[config.mk]
export PLATFORM = sky130hd
export DESIGN_NAME = pulse_width_ctrl
export DESIGN_NICKNAME = d
export VERILOG_FILES = /design/src/rtl/pipeline_types.sv /design/src/rtl/pulse_width_ctrl_sat_counter.sv /design/src/rtl/pulse_width_ctrl.sv
export SDC_FILE = /design/constraint.sdc
export NUM_CORES = 1
export LEC_CHECK = 0
export ABC_AREA = 1
export ABC_CLOCK_PERIOD_IN_PS = 1900
export CORE_MARGIN = 1
export CORE_UTILIZATION = 50
export DETAILED_ROUTE_END_ITERATION = 10
export PLACE_DENSITY_LB_ADDON = 0.2
export SKIP_CTS_REPAIR_TIMING = 1
export SLEW_MARGIN = 0
export SYNTH_ARGS = -nofsm -noshare
export SYNTH_HDL_FRONTEND = slang
export SYNTH_HIERARCHICAL = 1
export SYNTH_SLANG_ARGS = --single-unit
export TNS_END_PERCENT = 30
[constraint.sdc]
create_clock -name i_clk -period 1.9 [get_ports i_clk]
set_input_delay 0.38 -clock i_clk [delete_from_list [all_inputs] [get_ports i_clk]]
set_output_delay 0.38 -clock i_clk [all_outputs]
set_load 0.01 [all_outputs]
[src/rtl/pipeline_types.sv]
// Shared types for the count-enable datapath.
// Edge strobes, measurement FSM states and report bundle.
package pipeline_types;

  localparam int MEAS_WIDTH = 16;

  typedef struct packed {
    logic rising;
    logic falling;
  } edges_t;

  typedef enum logic [1:0] {
    IDLE,
    ARMED,
    MEASURE,
    REPORT
  } meas_state_t;

  typedef struct packed {
    logic [MEAS_WIDTH-1:0] width;
    logic                  overflow;
    logic                  timeout;
  } meas_result_t;

endpackage

[src/rtl/pulse_width_ctrl_sat_counter.sv]
// Up-counter that clears on request and holds at MAX.
// The saturated flag is high whenever the count equals MAX.
module sat_counter #(
  parameter int               WIDTH = 16,
  parameter logic [WIDTH-1:0] MAX   = '1
) (
  input  logic             i_clk,
  input  logic             i_reset_n,
  input  logic             clear,
  input  logic             inc,
  output logic [WIDTH-1:0] count,
  output logic             saturated
);

  assign saturated = (count == MAX);

  always_ff @(posedge i_clk or negedge i_reset_n) begin
    if (!i_reset_n) begin
      count <= '0;
    end else if (clear) begin
      count <= '0;
    end else if (inc && !saturated) begin
      count <= count + 1'b1;
    end
  end

endmodule

[src/rtl/pulse_width_ctrl.sv]
// Pulse-width measurement sequencer: arm, wait for rising edge,
// count ticks until falling edge, report over valid/ready.
module pulse_width_ctrl
  import pipeline_types::*;
#(
  parameter int WIDTH         = 16,
  parameter int TIMEOUT_TICKS = 1000
) (
  input  logic             i_clk,
  input  logic             i_reset_n,
  input  edges_t           i_edges,
  input  logic             i_count_enable,
  input  logic             i_arm,
  input  logic             i_continuous,
  input  logic             i_abort,
  input  logic             i_ready,
  output logic             o_busy,
  output logic             o_valid,
  output logic [WIDTH-1:0] o_width,
  output logic             o_overflow,
  output logic             o_timeout
);

  localparam int TW =
    (TIMEOUT_TICKS > 1) ? $clog2(TIMEOUT_TICKS + 1) : 1;
  localparam logic [TW-1:0] T_LAST =
    TW'((TIMEOUT_TICKS > 0) ? TIMEOUT_TICKS - 1 : 0);

  meas_state_t  state;
  meas_state_t  state_n;
  meas_result_t res;

  logic [WIDTH-1:0] wcnt;
  logic [WIDTH-1:0] wnext;
  logic             wsat;
  logic [TW-1:0]    tcnt;
  logic             tsat;
  logic             ovf;
  logic             valid_q;
  logic             busy_q;
  logic             in_armed;
  logic             in_meas;
  logic             rise_go;
  logic             fall_go;
  logic             t_hit;
  logic             tick_in;

  assign in_armed = (state == ARMED);
  assign in_meas  = (state == MEASURE);
  assign rise_go  = in_armed && i_edges.rising;
  assign fall_go  = in_meas && i_edges.falling;
  assign tick_in  = i_count_enable && !wsat;
  assign wnext    = wcnt + {{(WIDTH-1){1'b0}}, tick_in};

  // Counter sits one short of the limit; the next tick is the timeout.
  assign t_hit = (TIMEOUT_TICKS != 0) && i_count_enable && tsat;

  sat_counter #(
    .WIDTH (WIDTH)
  ) u_width_cnt (
    .i_clk     (i_clk),
    .i_reset_n (i_reset_n),
    .clear     (rise_go),
    .inc       (in_meas && i_count_enable),
    .count     (wcnt),
    .saturated (wsat)
  );

  sat_counter #(
    .WIDTH (TW),
    .MAX   (T_LAST)
  ) u_tmo_cnt (
    .i_clk     (i_clk),
    .i_reset_n (i_reset_n),
    .clear     (!in_armed),
    .inc       (in_armed && i_count_enable),
    .count     (tcnt),
    .saturated (tsat)
  );

  always_comb begin
    state_n = state;
    unique case (state)
      IDLE: begin
        if (i_arm) state_n = ARMED;
      end
      ARMED: begin
        if (i_edges.rising) state_n = MEASURE;
        else if (t_hit)     state_n = REPORT;
      end
      MEASURE: begin
        if (i_edges.falling) state_n = REPORT;
      end
      REPORT: begin
        if (valid_q && i_ready)
          state_n = i_continuous ? ARMED : IDLE;
      end
    endcase
    if (i_abort) state_n = IDLE;
  end

  always_ff @(posedge i_clk or negedge i_reset_n) begin
    if (!i_reset_n) begin
      state   <= IDLE;
      valid_q <= 1'b0;
      busy_q  <= 1'b0;
    end else begin
      state   <= state_n;
      valid_q <= (state_n == REPORT);
      busy_q  <= (state_n != IDLE);
    end
  end

  always_ff @(posedge i_clk or negedge i_reset_n) begin
    if (!i_reset_n) begin
      ovf <= 1'b0;
    end else if (rise_go) begin
      ovf <= 1'b0;
    end else if (in_meas && i_count_enable && wsat) begin
      ovf <= 1'b1;
    end
  end

  always_ff @(posedge i_clk or negedge i_reset_n) begin
    if (!i_reset_n) begin
      res <= '0;
    end else begin
      unique case (1'b1)
        i_abort: begin
          res <= '0;
        end
        fall_go: begin
          res.width    <= MEAS_WIDTH'(wnext);
          res.overflow <= ovf || (i_count_enable && wsat);
          res.timeout  <= 1'b0;
        end
        (in_armed && !i_edges.rising && t_hit): begin
          res.width    <= '0;
          res.overflow <= 1'b0;
          res.timeout  <= 1'b1;
        end
        default: begin
          res <= res;
        end
      endcase
    end
  end

  assign o_busy     = busy_q;
  assign o_valid    = valid_q;
  assign o_width    = res.width[WIDTH-1:0];
  assign o_overflow = res.overflow;
  assign o_timeout  = res.timeout;

endmodule

==> metrics.md <==
| Metric | Value |
|---|---|
| # rows | 28 |
| Grt ovf | 0 |
| Leak pwr | around 2.1 nW |
| Normalized max-slew margin | roughly 70% |
| First-pass DRT Iterations | 4 |
| Slew @ Worst Pin | between 0.4 and 0.5 ns |
| Vias in the first global route | approximately 2900 |
| Post-layout minimum cycle time | 1.89 ns |
| EDFF count, synth | 0 |
| Peak supply drop | ~0.38 mV |
| Die width | roughly 81 µm |
| Period utilization | between 90% and 100% |
| Syn Inst Count | approximately 460 |
| Status | finished clean |
| Worst skew pair latency | 0.31 ns |
| Final hold vios | 0 |
| Initial Utilization | 52.0% |
| Synthesized area per cell | a little under 7 µm² |
| Net Count, Synth | between 400 and 500 |
| IO Pins | 29 |
| Fraction of layout cells with a size suffix above 1 | between 10% and 20% |
| CP Max Fanout | 4 |
| Post-Layout Cell Count | between 600 and 700 |
| Most common cell in the netlist | nand2_1 |
| Dominant synthesized flop cell | dfrtp_1 |
| Final WS setup | approximately 0.011 ns |
| CTS Root Buffer Type | clkbuf_8 |
| Antenna Nets Post-Route | 0 |
| Clock sink count | between 40 and 50 |
| Die area | approximately 6500 µm² |
| Gr usage total | 26.1% |
| Initial antenna violation count | 0 |
| Power per cell area | approximately 560 nW/µm² |
| CORE AREA | around 6000 µm² |
| Area Growth Syn to Fin | 28.4% |
| First-pass GRT wire length | roughly 13000 µm |
| Worst hold-check path type | input port to asynchronous set/reset pin |
| Mapped cell area | 3100 µm² |
| Final setup fails | 0 |
| Inst Count DP | 590 |
| Arrival @ worst endpoint | between 2 and 2.5 ns |
| Final hold slack | 0.00792 ns |
| Total Wirelength | around 8000 µm |
| Total CTS buffers | 5 |
| # nets final | 540 |
| Gpl congestion | roughly 0.85 |
| Cell variety after synth | 29 |
| Commonest cells in the netlist | nand2_1, inv_1, nor2_1, dfrtp_1, nand3_1 |
| Fmax achieved | around 530 MHz |
| CP startpoint kind | register |
| Number of diodes | 0 |
| Top cells by area, synth | dfrtp_1, nand2_1, nand3_1 |
| Util after Layout | between 60 and 70% |
| Seq/Total Area, Yosys | between 30% and 40% |
| CTS tree | yes |
| FFs w/ async S/R, synth | between 90% and 100% |
| MaxCap Viol Count | 0 |
| Unrepaired setup endpoints after global routing | true |
| Vias | roughly 3100 |
| Pin count of the biggest net entering global routing | 33 |
| Skew final | roughly 0.01 ns |
| Worst Setup End Kind | register |
| Final Max Tran Viols | 0 |
| Worst EP required | ~2.2 ns |
| Pre-CTS setup slack | -0.265 ns |
| Setup CP Type | register to register |
| Drt wl/cell | about 13 µm |
| Chip height | between 80 and 90 µm |
| DRC viols | 0 |
| Share of the synthesized area in the top cell type | between 30% and 40% |
| H-tree depth | 2 |
| Clock Pin Slew Worst Setup and Hold Paths | ~0.09 ns |
| Buffers on Ports | 28 |
| Synth Warn # | 6 |
| Routed vias/inst | between 5 and 6 |
| 1st-iter DRT viols | 152 |
| Flops & latches, synth | 49 |
| Clock buffer depth | 2 |
| DP Wirelength | between 5000 and 6000 µm |
| Leading area contributor after synthesis | dfrtp_1 |
[where the power goes]
group | switching (mW) | total [mW] | internal [mW]
Sequential | 0.0352 | 1.12 | 1.09
Combinational | 0.297 | 0.470 | 0.173
Clock | 0.350 | 0.648 | 0.298
Total | 0.681 | 2.24 | 1.56
[flip-flops by register name, summed over array words and instances (netlist names)]
name               count
o_overflow             1
o_timeout              1
o_busy                 1
o_valid                1
u_width_cnt/count     16
u_tmo_cnt/count       10
state                  2
o_width               16
ovf                    1
[critical path, cell delays in order, from the launching register on]
cell and delay, ns:
dfrtp_1 0.40, ha_4 0.16, nand2_4 0.06, nor2_4 0.12, nand3_4 0.09, nor3_4 0.21
nor2_4 0.09, ha_4 0.17, nand2_4 0.08, nor2_4 0.05, nand3_2 0.08, nand2_1 0.05
or2_1 0.21, nand2_1 0.06
[kinds of logic after synthesis]
kind of cell,synth area share (%)
and+or+nand+nor,43.2
buffers and inverters,9.04
DFF,39.6
AOI/OAI and AO/OA,4.89
xor gates and xnor gates,1.70
adders and majority gates,1.61
[final timing paths]
check | startpoint | endpoint | slack [ns] | cells after the start
max | u_width_cnt/count[0] | o_width[8] | 0.01 | 13
min | i_reset_n | o_width[8] | 0.008 | 1
max reg2reg | u_width_cnt/count[0] | o_width[8] | 0.01 | 13
min reg2reg | o_timeout | o_timeout | 0.47 | 2
max in group asynchronous | i_reset_n | u_width_cnt/count[1] | 1.35 | 2
min in group i_clk | o_timeout | o_timeout | 0.47 | 2
[through the flow]
step	power, mW	TNS, ns	area (µm²)
after CTS	2.21	-1.16	3860
after global placement	1.55	-1.80	3770
after detailed placement	1.56	-1.89	3770
after global routing	2.36	-0.403	3980
after floorplan	1.38	0	3150
final	2.24	0	3980
[cell usage in the layout, fill, tap and decap left out, drive strengths merged, types with 2 or more instances in the layout]
master / synthesis / layout
dfrtp: 49 / 49
nand2: 171 / 171
buf: 7 / 45
xor2: 5 / 5
clkdlybuf4s50: 0 / 27
nand4: 15 / 15
clkbuf: 0 / 8
nand3: 48 / 48
nand3b: 2 / 2
a21oi: 10 / 10
ha: 4 / 4
nor3: 2 / 2
nor2: 60 / 60
or2: 2 / 2
o21ai: 19 / 19
inv: 59 / 59
[per-layer routing]
metal | part of all wire (%) | vias up | global-route usage [%]
met2 | 52 | 77 | 47.3
met3 | 3.9 | 11 | 4.04
met1 | 43 | 1447 | 31.6
met4 | 1.4 | 0 | 8.39
li1 | - | 1575 | -
met5 | 0 | - | 0
[layout make-up]
class / count / area, µm²
fillers: 538 / 1980
multi-input cells: 340 / 1730
flip-flops and latches: 49 / 1230
repair buffers: 72 / 618
inverters: 59 / 224
well taps: 75 / 93.8
clock buffers: 8 / 90.1
Note: power is estimated with default switching activity, not from simulation.
